[config.mk]
export PLATFORM = sky130hd
export DESIGN_NAME = fetch_stage
export DESIGN_NICKNAME = d
export VERILOG_FILES = /design/src/rtl/fetch_stage.sv
export SDC_FILE = /design/constraint.sdc
export NUM_CORES = 1
export LEC_CHECK = 0
export ABC_CLOCK_PERIOD_IN_PS = 2900
export CAP_MARGIN = 15
export CORE_AREA = 4 4 158 114
export CTS_CLUSTER_DIAMETER = 200
export DETAILED_ROUTE_END_ITERATION = 7
export DIE_AREA = 0 0 162 118
export PLACE_DENSITY = 0.8
export SYNTH_ARGS = -nofsm -noshare
export SYNTH_HDL_FRONTEND = slang
export SYNTH_SLANG_ARGS = --single-unit
[constraint.sdc]
create_clock -name clk -period 2.9 [get_ports clk]
set_clock_uncertainty 0.1 [all_clocks]
set_input_delay 0.435 -clock clk [delete_from_list [all_inputs] [get_ports clk]]
set_output_delay 0.435 -clock clk [all_outputs]
set_load 0.05 [all_outputs]
[src/rtl/fetch_stage.sv]
// Instruction fetch stage: owns the PC, reads instruction memory over a
// req/ack handshake, and presents registered {instruction, pc} to decode.
// A one-entry skid buffer holds a response that lands while decode stalls.

package pipeline_status;
    typedef enum logic {BUBBLE = 1'b0, VALID = 1'b1} forwards_t;
    typedef enum logic [1:0] {READY = 2'b00, STALL = 2'b01, JUMP = 2'b10} backwards_t;
endpackage

// state | meaning
// FETCH | normal fetching; req follows buffer occupancy and decode readiness
// DROP  | jump taken while a request was in flight; wait for its ack, discard it
module fetch_stage
    import pipeline_status::*;
#(
    parameter logic [31:0] RESET_ADDRESS   = 32'h0000_0000,
    parameter logic [31:0] NOP_INSTRUCTION = 32'h0000_0013
) (
    input  logic        clk,
    input  logic        rst,
    output logic        imem_req_out,
    output logic [31:0] imem_addr_out,
    input  logic        imem_ack_in,
    input  logic [31:0] imem_rdata_in,
    output logic [31:0] instruction_reg_out,
    output logic [31:0] program_counter_reg_out,
    output forwards_t   status_forwards_out,
    input  backwards_t  status_backwards_in,
    input  logic [31:0] jump_address_backwards_in
);

    typedef enum logic {FETCH = 1'b0, DROP = 1'b1} state_t;

    state_t      state_q, state_d;
    logic [31:0] pc_q, pc_d;
    logic [31:0] instr_q, instr_d;
    logic [31:0] pcout_q, pcout_d;
    forwards_t   valid_q, valid_d;
    logic        buf_full_q, buf_full_d;
    logic [31:0] buf_instr_q, buf_instr_d;
    logic [31:0] buf_pc_q, buf_pc_d;
    logic [31:0] target_q, target_d;
    logic        pending_q, pending_d;   // current request was already driven last cycle
    logic        started_q;              // keeps req low until the first edge after reset

    logic is_ready, is_jump, req, ack;

    assign is_ready = (status_backwards_in == READY);
    assign is_jump  = (status_backwards_in == JUMP);

    // While the buffer is full, a READY cycle drains it and frees room for a new
    // response in the same cycle, so req only drops when full and not draining.
    assign req = started_q && ((state_q == DROP) || !buf_full_q || is_ready);
    assign ack = req && imem_ack_in;

    assign imem_req_out            = req;
    assign imem_addr_out           = pc_q;
    assign instruction_reg_out     = instr_q;
    assign program_counter_reg_out = pcout_q;
    assign status_forwards_out     = valid_q;

    // Next-state and datapath selection; JUMP takes priority over everything.
    always_comb begin
        state_d     = state_q;
        pc_d        = pc_q;
        instr_d     = instr_q;
        pcout_d     = pcout_q;
        valid_d     = valid_q;
        buf_full_d  = buf_full_q;
        buf_instr_d = buf_instr_q;
        buf_pc_d    = buf_pc_q;
        target_d    = target_q;
        pending_d   = 1'b0;

        if (is_jump) begin
            instr_d    = NOP_INSTRUCTION;
            valid_d    = BUBBLE;
            buf_full_d = 1'b0;
            target_d   = jump_address_backwards_in & ~32'd3;
            if (ack) begin
                pc_d    = target_d;
                state_d = FETCH;
            end else if (req && pending_q) begin
                // The memory has seen this address already; the handshake must complete.
                state_d   = DROP;
                pending_d = 1'b1;
            end else begin
                pc_d    = target_d;
                state_d = FETCH;
            end
        end else if (state_q == DROP) begin
            instr_d = NOP_INSTRUCTION;
            valid_d = BUBBLE;
            if (ack) begin
                pc_d    = target_q;
                state_d = FETCH;
            end else begin
                pending_d = 1'b1;
            end
        end else if (buf_full_q) begin
            if (is_ready) begin
                instr_d = buf_instr_q;
                pcout_d = buf_pc_q;
                valid_d = VALID;
                if (ack) begin
                    buf_instr_d = imem_rdata_in;
                    buf_pc_d    = pc_q;
                    pc_d        = pc_q + 32'd4;
                end else begin
                    buf_full_d = 1'b0;
                    pending_d  = req;
                end
            end
        end else if (ack) begin
            if (is_ready) begin
                instr_d = imem_rdata_in;
                pcout_d = pc_q;
                valid_d = VALID;
            end else begin
                buf_instr_d = imem_rdata_in;
                buf_pc_d    = pc_q;
                buf_full_d  = 1'b1;
            end
            pc_d = pc_q + 32'd4;
        end else begin
            pending_d = req;
            if (is_ready) begin
                instr_d = NOP_INSTRUCTION;
                valid_d = BUBBLE;
            end
        end
    end

    // State and datapath registers; reset abandons any outstanding request.
    always_ff @(posedge clk or negedge rst) begin
        if (!rst) begin
            state_q     <= FETCH;
            pc_q        <= RESET_ADDRESS;
            instr_q     <= NOP_INSTRUCTION;
            pcout_q     <= 32'd0;
            valid_q     <= BUBBLE;
            buf_full_q  <= 1'b0;
            buf_instr_q <= 32'd0;
            buf_pc_q    <= 32'd0;
            target_q    <= 32'd0;
            pending_q   <= 1'b0;
            started_q   <= 1'b0;
        end else begin
            state_q     <= state_d;
            pc_q        <= pc_d;
            instr_q     <= instr_d;
            pcout_q     <= pcout_d;
            valid_q     <= valid_d;
            buf_full_q  <= buf_full_d;
            buf_instr_q <= buf_instr_d;
            buf_pc_q    <= buf_pc_d;
            target_q    <= target_d;
            pending_q   <= pending_d;
            started_q   <= 1'b1;
        end
    end

endmodule
-- Word-level counts from Yosys, hierarchy flattened
Index checks and enable logic that the tools add are counted.
- flip-flop bits (word level): 195
- bits of input ports: 69
- output and inout bits: 98
- logic and storage cells: 87
- add/subtract/negate cells: 1
- eq/ne operators: 8
- mux-type cells: 52
- bitwise logic cells: 2
- reductions and logical operators: 13
- operator list (operator ; number):
    32-bit two-way mux ; 29
    32-bit by 3-bit adder with 32-bit output (second input constant) ; 1
    1-bit two-way mux ; 23
    2-bit by 1-bit inequality test with 1-bit output (second input constant) ; 3
    6-bit AND reduction ; 1
    5-bit nonzero test ; 1
    4-bit by 2-bit inequality test with 1-bit output (second input constant) ; 1
    4-bit AND reduction ; 1
    1-bit logical AND ; 3
    3-bit by 1-bit inequality test with 1-bit output (second input constant) ; 1
    3-bit inequality test (second input constant) ; 1
    3-bit AND reduction ; 1
    3-bit nonzero test ; 1
    2-bit == test (second input constant) ; 1
    2-bit zero test ; 1
    1-bit logical OR ; 2
    2-bit inequality test (second input constant) ; 1
    1-bit NOT ; 2
    2-bit nonzero test ; 1
    1-bit zero test ; 1

-- Depth between registers and ports, before layout
- word-level depth: 10
- depth in mapped cells: 9
- depth with buffers taken out: 6

-- Least setup slack after synthesis
OpenSTA, ideal clock, no wires.
- path type: register to register
- start point: reg pc_q[10] (netlist: imem_addr_out[10])
- end point: reg pc_q[28] (netlist: imem_addr_out[28])
- library setup time: 0.131 ns
- data arrival time: 2.302 ns
- required time: 2.669 ns
- setup slack: 0.367 ns
- cell stages (with the launch flop): 8
- buffers on the path: 2
- period minus slack after synthesis: 2.533 ns
- cell sequence: dfrtp_1 > buf_4 > and4_1 > buf_4 > nand4_4 > or3_4 > o311a_1 > or3_1
- word-level cells in the longest chain between the ends: 6
- ends and longest elaborated chain (item ; line ; source):
    start: declaration ; 35 ; logic [31:0] pc_q, pc_d;
    start signal: assignment ; 150 ; pc_q <= pc_d;
    32-bit by 3-bit adder with 32-bit output * ; 108, 124 ;
    32-bit two-way mux * ; 105, 114 ;
    32-bit two-way mux ; 101 ; if (is_ready) begin
    32-bit two-way mux * ; 100 ; end else if (buf_full_q) begin
    32-bit two-way mux * ; 91 ; end else if (state_q == DROP) begin
    32-bit two-way mux * ; 75 ; if (is_jump) begin
Every way passes the cells marked *; elsewhere a longest branch is shown, timed or not. The select of a mux whose other input is x is not followed.
A chain may end at the register's enable or synchronous reset.

-- Worst setup path after layout
- start point: reg pc_q[2] (netlist: imem_addr_out[2])
- end point: reg pc_q[28] (netlist: imem_addr_out[28])
The elaborated chain is that of the path after synthesis.

==> results.py <==
metrics = {
    "outcome": {
        "status": "complete, but fails checks",
        "violations": "DRC",
    },
    "clock_tree": {
        "cts_tree": "done",
        "ctsHoldBuffers": 1,
        "cts_setup_buffers": 0,
        "cts_root_buf": "clkbuf_16",
        "clock_latency_ns": 0.43,
        "cts_buffer_depth": 2,
        "cts.repair.resized": 0,
        "htree_num_levels": 4,
        "cts_buffers": 17,
        "clk_pin_slew_ns": 0.07,
        "clock-sinks": 189,
    },
    "grt": {
        "antenna_found_initial": 0,
        "grt_overflow": 0,
        "grt_pass1_wl_um": 36800,
        "grt_pass1_vias": 6787,
        "grt_max_degree": 76,
        "track_usage": 0.241,
    },
    "cells_and_area": {
        "nFillCells": 1258,
        "layout_commonest_cell": "dfrtp_1",
        "regArea_mm2": 0.00473,
        "multi_input_comb_area_mm2": 0.00339,
        "syn_to_final_growth_pct": 29.9,
        "nets": 1029,
        "layout_common_cells": "dfrtp_1 (185), clkdlybuf4s50_1 (158), nand2_1 (135), mux2_2 (62), o21ai_0 (62)",
        "drive_above_1_share": 0.149,
        "finalInstanceArea_mm2": 0.0110,
    },
    "setup_path": {
        "crit_required_ns": 3.11,
        "start_kind": "flip-flop",
        "timing_worst_setup_path_type": "flip-flop to flip-flop",
        "worst_ep_arrival_time_ns": 2.73,
        "crit_path_start": "imem_addr_out[2]$_DFFE_PN0P_",
        "end_kind": "flip-flop",
        "r2r-start": "imem_addr_out[2]$_DFFE_PN0P_",
        "critPathMaxFanout": 7,
    },
    "detailed_routing": {
        "drt_iter0_markers": 841,
        "wl_met3_um": 2020,
        "drc": 9,
        "wl_met2_um": 9800,
        "wl_per_cell_um": 19.0,
        "totalWireLength_um": 22800,
        "first_pass_iters": 8,
        "ant_nets": 0,
        "vias": 6958,
        "top_layer": "met4",
        "met1_length_um": 10600,
        "vias_per_cell": 5.81,
    },
    "sta": {
        "layout_min_cycle_time_ns": 2.52,
        "hold_ws_ns": 0.370,
        "fin_crit_sh": 0.869,
        "slew_headroom": 0.299,
        "finalHoldViolations": 0,
        "max_freq_mhz": 397,
        "rsz0062_at_grt": "no",
        "slew_violations": 0,
        "setup_viol": 0,
        "tightest_slew_ns": 1.05,
        "setup_tns_ns": 0,
    },
    "logic_synthesis": {
        "synth-edff-count": 0,
        "synth_flop_cell": "dfrtp_1",
        "synth_cell_type_count": 56,
        "postSynthAreaPerCell_um2": 10.6,
        "synth_seq_cells": 189,
        "yosysWarningCount": 0,
        "ys_seq_area_frac": 0.557,
        "synth_top_area_share": 0.547,
        "synth_area_mm2": 0.00850,
        "yosys-top-cells-area": "dfrtp_1 (55%), mux2_2 (8.2%), nand2_1 (6.0%)",
        "yosysTopAreaCell": "dfrtp_1",
        "synth_cells": 805,
        "async_reset_ff_frac": 1.00,
    },
    "placed_design": {
        "dp_hpwl_um": 15800,
        "io_buffers": 160,
        "dpl_cell_area_mm2": 0.0105,
        "gp_congestion": 0.929,
    },
    "power": {
        "p_total_uw": 10300,
        "p_comb_frac": 0.387,
        "p_seq_frac": 0.394,
        "p_sw_uw": 4180,
        "p_int_uw": 6170,
        "p_leak_uw": 0.00493,
        "clockPowerShare": 0.219,
        "power_switching_share": 0.404,
        "power_density_mw_per_mm2": 937,
        "peakVddDrop_mv": 0.501,
    },
    "job": {
        "cap_violations": 0,
    },
    "die": {
        "ios": 167,
        "rows": 39,
        "die_h_um": 118,
        "dieArea_mm2": 0.0191,
        "coreArea_mm2": 0.0163,
        "start_util": 0.522,
        "die_w_um": 162,
    },
    "min_path": {
        "hp-start": "target_q[10]$_DFFE_PN0P_",
        "hp-class": "flip-flop to flip-flop",
    },
}
critical path: stages (launching register included):
cell and delay [ns]:
dfrtp_1 0.56, ha_1 0.26, and2_2 0.22, nand4_4 0.14
or3_4 0.45, o311a_1 0.33, or3_1 0.33
cell usage after synthesis (all sizes together) (3+ instances only):
| cell type | n |
|---|---|
| dfrtp | 186 |
| mux2 | 62 |
| nand2 | 135 |
| mux2i | 34 |
| nor2b | 3 |
| nand3 | 17 |
| a2bb2oi | 3 |
| nor4 | 6 |
| nand3b | 5 |
| a31oi | 11 |
| o22ai | 7 |
| o22a | 3 |
| nand4 | 9 |
| o211ai | 7 |
| and4 | 5 |
| o311ai | 3 |
| a21oi | 35 |
| buf | 25 |
| nand2b | 10 |
| o21ai | 63 |
| a222oi | 29 |
| nor3 | 10 |
| o21a | 3 |
| clkbuf | 37 |
| nor2 | 20 |
| dfstp | 3 |
| or3 | 4 |
| a41o | 3 |
| inv | 40 |
flip-flops by register name (all words and copies together), names as in the netlist, 30 cells and up:
| signal | count |
|---|---|
| buf_instr_q | 32 |
| instruction_reg_out | 32 |
| buf_pc_q | 30 |
| imem_addr_out | 30 |
| program_counter_reg_out | 30 |
| target_q | 30 |
cell type report:
class | instances | area share
inverters | 40 | 0.0136
flip-flops and latches | 189 | 0.428
well taps | 225 | 0.0255
clock buffers | 21 | 0.0417
diodes | 1 | 0.000226
clock inverters | 11 | 0.00985
multi-input cells | 517 | 0.307
repair buffers | 194 | 0.174
power groups by stage:
stage	clock, uW	sequential [uW]	combinational (uW)
after floorplan	0	5310	1270
after global placement	0	4060	3920
after detailed placement	0	4110	4010
after CTS	2290	4060	4020
after global routing	2400	4190	4260
final	2270	4080	4000
path summary, 6_finish.rpt:
kind	cells past startpoint	slack, ns	endpoint
setup reg to reg	6	0.38	imem_addr_out[28]$_DFFE_PN0P_
max in group asynchronous	3	1.46	instruction_reg_out[0]$_DFFE_PN1P_
min in group asynchronous	2	0.47	program_counter_reg_out[15]$_DFFE_PN0P_
setup / recovery	6	0.38	imem_addr_out[28]$_DFFE_PN0P_
hold reg to reg	2	0.37	target_q[10]$_DFFE_PN0P_
hold / removal	2	0.37	target_q[10]$_DFFE_PN0P_
layer usage:
| metal | GRT usage | vias up |
|---|---|---|
| met3 | 0.0697 | 36 |
| met1 | 0.365 | 3403 |
| met2 | 0.340 | 329 |
| met5 | 0 | - |
| li1 | - | 3190 |
| met4 | 0.0629 | 0 |
stage by stage:
stage | instances | utilization | worst slack (ns)
after global routing | 1197 | 0.678 | 0.321
after CTS | 1197 | 0.678 | 0.425
after floorplan | 808 | - | 0.367
final | 1198 | 0.678 | 0.379
after detailed placement | 1164 | 0.642 | 0.0629
after global placement | 1164 | 0.642 | 0.185
cells by family (layout without fill, tap and decap cells):
group / count (synthesis) / after routing / share of synthesized area
adders and majority gates: 1 / 1 / 0.00147
muxes: 96 / 96 / 0.122
other: 2 / 6 / 0.000883
and+or+nand+nor: 232 / 232 / 0.126
DFF: 189 / 189 / 0.557
buffers and inverters: 102 / 266 / 0.0496
AOI/OAI and AO/OA: 183 / 183 / 0.143
Power figures use the tool's default switching activity.
